<file path="src/rtl/div16u8_seq.sv">
// Iterative restoring 16/8 unsigned divider with valid/ready handshakes.
// APPROX_LSB low quotient bits are skipped (forced to zero) to shorten latency.
module div16u8_seq #(
  parameter int APPROX_LSB = 0
) (
  input  logic        clk,
  input  logic        rst_n,
  input  logic        in_valid,
  output logic        in_ready,
  input  logic [15:0] A,
  input  logic [7:0]  B,
  output logic        out_valid,
  input  logic        out_ready,
  output logic [7:0]  Q,
  output logic [7:0]  R,
  output logic        div0,
  output logic        ovf
);

  localparam int ITER = 8 - APPROX_LSB;
  localparam logic [3:0] LAST = 4'(ITER - 1);

  typedef enum logic [1:0] {IDLE, CALC, DONE} state_t;

  state_t      state_q, state_d;
  logic [8:0]  p_q, p_d;
  logic [7:0]  s_q, s_d;
  logic [7:0]  quo_q, quo_d;
  logic [7:0]  b_q, b_d;
  logic [3:0]  cnt_q, cnt_d;
  logic [7:0]  q_q, q_d;
  logic [7:0]  r_q, r_d;
  logic        div0_q, div0_d;
  logic        ovf_q, ovf_d;

  logic [8:0]  t;
  logic [8:0]  p_sub;
  logic        qbit;

  // P stays below B, so the trial value fits in 9 bits and T - B fits in 8.
  assign t     = {p_q[7:0], s_q[7]};
  assign qbit  = (t >= {1'b0, b_q});
  assign p_sub = t - {1'b0, b_q};

  always_comb begin
    state_d = state_q;
    p_d     = p_q;
    s_d     = s_q;
    quo_d   = quo_q;
    b_d     = b_q;
    cnt_d   = cnt_q;
    q_d     = q_q;
    r_d     = r_q;
    div0_d  = div0_q;
    ovf_d   = ovf_q;
    case (state_q)
      IDLE: begin
        if (in_valid) begin
          if (B == 8'h00) begin
            state_d = DONE;
            div0_d  = 1'b1;
            ovf_d   = 1'b0;
            q_d     = 8'hFF;
            r_d     = 8'hFF;
          end else if (A[15:8] >= B) begin
            state_d = DONE;
            div0_d  = 1'b0;
            ovf_d   = 1'b1;
            q_d     = 8'hFF;
            r_d     = 8'hFF;
          end else begin
            state_d = CALC;
            p_d     = {1'b0, A[15:8]};
            s_d     = A[7:0];
            quo_d   = 8'h00;
            b_d     = B;
            cnt_d   = 4'd0;
          end
        end
      end
      CALC: begin
        p_d   = qbit ? p_sub : t;
        s_d   = {s_q[6:0], 1'b0};
        quo_d = {quo_q[6:0], qbit};
        cnt_d = cnt_q + 4'd1;
        if (cnt_q == LAST) begin
          state_d = DONE;
          q_d     = quo_d << APPROX_LSB;
          r_d     = (APPROX_LSB == 0) ? p_d[7:0] : 8'h00;
          div0_d  = 1'b0;
          ovf_d   = 1'b0;
        end
      end
      DONE: begin
        if (out_ready) state_d = IDLE;
      end
      default: state_d = IDLE;
    endcase
  end

  always_ff @(posedge clk) begin
    if (!rst_n) begin
      state_q <= IDLE;
      p_q     <= 9'd0;
      s_q     <= 8'd0;
      quo_q   <= 8'd0;
      b_q     <= 8'd0;
      cnt_q   <= 4'd0;
      q_q     <= 8'd0;
      r_q     <= 8'd0;
      div0_q  <= 1'b0;
      ovf_q   <= 1'b0;
    end else begin
      state_q <= state_d;
      p_q     <= p_d;
      s_q     <= s_d;
      quo_q   <= quo_d;
      b_q     <= b_d;
      cnt_q   <= cnt_d;
      q_q     <= q_d;
      r_q     <= r_d;
      div0_q  <= div0_d;
      ovf_q   <= ovf_d;
    end
  end

  assign in_ready  = (state_q == IDLE);
  assign out_valid = (state_q == DONE);
  assign Q         = q_q;
  assign R         = r_q;
  assign div0      = div0_q;
  assign ovf       = ovf_q;

endmodule

</file>
<file path="config.mk">
export PLATFORM = sky130hd
export DESIGN_NAME = div16u8_seq
export DESIGN_NICKNAME = d
export VERILOG_FILES = /design/src/rtl/div16u8_seq.sv
export SDC_FILE = /design/constraint.sdc
export NUM_CORES = 1
export LEC_CHECK = 0
export CORE_ASPECT_RATIO = 0.8
export CORE_UTILIZATION = 35
export CTS_BUF_LIST = sky130_fd_sc_hd__clkbuf_2 sky130_fd_sc_hd__clkbuf_4 sky130_fd_sc_hd__clkbuf_8
export CTS_CLUSTER_DIAMETER = 30
export DETAILED_ROUTE_END_ITERATION = 7
export PLACE_DENSITY = 0.66
export SLEW_MARGIN = 5
export SYNTH_ARGS = -nofsm -noshare
export SYNTH_HDL_FRONTEND = slang
export SYNTH_SLANG_ARGS = --single-unit
</file>
<file path="constraint.sdc">
create_clock -name clk -period 3.15 [get_ports clk]
set_input_delay 0.63 -clock clk [delete_from_list [all_inputs] [get_ports clk]]
set_output_delay 0.63 -clock clk [all_outputs]
set_load 0.03 [all_outputs]
</file>
==> flow_summary.json <==
{
  "finalWorstSetupSlack_ns": 0.150,
  "cp-end-kind": "flip-flop",
  "path_buf_inv": 3,
  "grtUsageTotal_pct": 17.6,
  "maxSlewHeadroom_pct": 25.4,
  "clock_path_buffers": 2,
  "hold_buffers": 0,
  "required_ns": 3.38,
  "crit_fanout": 4,
  "wire_per_inst_um": 15.2,
  "viasPerCell": 5.38,
  "worst_slew_pin_slew_ns": 1.11,
  "yosysTopAreaCell": "dfxtp_1",
  "grt_first_pass_wirelength_mm": 12.9,
  "avgSynthCellArea_um2": 8.56,
  "yosys_warnings": 0,
  "drive_gt1_share_pct": 9.09,
  "slew_violations": 0,
  "fp.coreArea_um2": 8520,
  "numCtsBuffers": 5,
  "postRouteAntennaNets": 0,
  "cp.arrival_ns": 3.23,
  "clk_pin_slew_ns": 0.10,
  "drt-pass1-iter-count": 4,
  "routabilityCongestion": 0.773,
  "dieWidth_um": 107,
  "drcViolationCount": 0,
  "path_delay_family": "compound AO/OA/AOI/OAI gates",
  "grt_max_degree": 37,
  "cp_cell_sequence": "clkdlybuf4s50_1, inv_1, ha_1, a21o_1, a22o_1, or3b_4, a2111oi_0, buf_4, a41oi_1, o31ai_1",
  "fillers": 825,
  "dp_slack_ns": -0.140,
  "cts_sinks": 55,
  "clockRootBuffer": "clkbuf_8",
  "min_period_ns": 3.00,
  "cts_tree": "built",
  "syn2layout_area_growth_pct": 22.7,
  "ios": 48,
  "synth_nets": 407,
  "yosysSeqAreaShare_pct": 35.6,
  "drt_iter0_markers": 187,
  "vias": 2791,
  "setup_viol": 0,
  "clk-insertion-delay-late_ns": 0.31,
  "ff2ff_setup_slack_ns": 0.44,
  "synth_top_flop_cell": "dfxtp_1",
  "syn_area_um2": 3090,
  "std_cell_rows": 30,
  "dpl.hpwl_mm": 5.97,
  "h-tree-depth": 2,
  "dieHeight_um": 86.0,
  "worst-setup-path-type": "input pin to flip-flop",
  "grt_antenna_before_repair": 0,
  "multiInputGateArea_um2": 1770,
  "hold_violations": 0,
  "fmax_ghz": 0.333,
  "hold_class": "flip-flop to flip-flop",
  "rsz0062_at_grt": "false",
  "portBuffers": 47,
  "timing.critical_path.from_type": "input pin",
  "synth-edff-count": 0,
  "slowest_delay_ns": 0.59,
  "diodes": 0,
  "start_util_pct": 36.3,
  "synth_top_area_share_pct": 35.6,
  "max_cap_viol_count": 0,
  "synth_seq_cells": 55,
  "die_area_um2": 9210,
  "ys_types": 60,
  "synth.area.top_cells": "dfxtp_1 (36%), ha_1 (6.9%), a21oi_1 (6.2%), mux2i_1 (5.8%), a211oi_1 (5.6%)",
  "total_leakage_power_nw": 1.47,
  "p_per_area_nw_per_um2": 547,
  "grt_pass1_vias": 2613,
  "clock_skew_ns": 0.00404,
  "seq_area_um2": 1100,
  "cts_resized": 0,
  "ys_async_sr_fraction_pct": 0,
  "grt-ovfl-total": 0,
  "finalWirelength_mm": 7.90,
  "ir_drop_v": 0.000224,
  "fin_crit_sh_pct": 95.2,
  "crit_path_top_delay_cell": "a2111oi_0",
  "post_cts_buffers": 0,
  "synthCells": 361,
  "setup-tns-final_ns": 0,
  "status": "finished, final reports clean",
  "finish.net_count": 452
}
report_power, final:
part,internal [mW],switching [mW]
Sequential,0.769,0.0552
Combinational,0.356,0.497
Clock,0.159,0.237
synthesized netlist by cell type (all sizes together), types with 11 or more instances:
cell	instances
nand2	22
ha	17
inv	19
clkbuf	12
dfxtp	55
mux2i	18
a21oi	39
a211oi	25
buf	11
nor2	32
o21ai	20
nand3	12
tightest hold or removal path: cells and delay by family, from the launching register on:
family	cells	cell delay, ns
flops	1	0.34
simple gates	1	0.06
compound gates	1	0.05
worst paths after layout:
check | start | cells past startpoint | end
setup / recovery | B[6] | 10 | p_q[5]
hold / removal | quo_q[2] | 2 | quo_q[3]
setup reg to reg | b_q[6] | 8 | p_q[4]
hold reg to reg | quo_q[2] | 2 | quo_q[3]
metal layers:
layer  global-route usage, %  up-vias  wire length (um)
li1                        -     1420                 -
met1                    25.3     1287              3940
met2                    27.2       76              3450
met3                    2.66        8               427
met4                    5.11        0                87
met5                       0        -                 0
cell usage in the layout, fill, tap and decap left out, types with 4 or more instances in the layout:
cell,Yosys,final
ha_1,17,17
buf_4,2,14
o31ai_1,6,6
nand2b_1,4,4
nand2_1,22,22
dfxtp_1,55,55
o311a_1,6,6
nand3_1,12,12
a211oi_1,23,23
nor2_1,30,30
a311oi_1,4,4
mux2i_1,18,18
clkbuf_8,1,5
a21oi_1,38,38
clkdlybuf4s50_1,0,47
nor2b_1,7,6
nand4_1,6,6
inv_1,19,19
nor3_1,5,5
o21ai_0,18,18
flip-flops by register name (all words and copies together) (netlist names):
register  cells
state_q       2
s_q           8
p_q           8
R             8
b_q           8
ovf           1
div0          1
cnt_q         4
Q             8
quo_q         7
final cells by class:
class,count,area share (%)
clock buffers,5,1.81
clock inverters,3,0.627
inverters,20,1.98
multi-input cells,261,46.6
flip-flops and latches,55,29.0
well taps,112,3.70
repair buffers,63,16.2
kinds of logic after synthesis:
logic type,synth area share (%)
compound gates,26.2
xor+xnor,0.850
fa+ha+maj,7.53
buf+inv,7.25
flops,35.6
mux,5.83
simple gates,16.7
metrics by stage:
stage          cell area [um^2]  power, mW  util [%]  hold slack [ns]  std cells
2_1_floorplan              3090       1.42         -            0.446        361
3_3_place_gp               3700       1.68      43.4            0.454        511
3_5_place_dp               3700       1.69      43.4            0.461        511
4_1_cts                    3790       2.09      44.5            0.476        519
5_1_grt                    3790       2.20      44.5            0.507        519
6_report                   3790       2.07      44.5            0.478        519
Power figures use the tool's default switching activity.
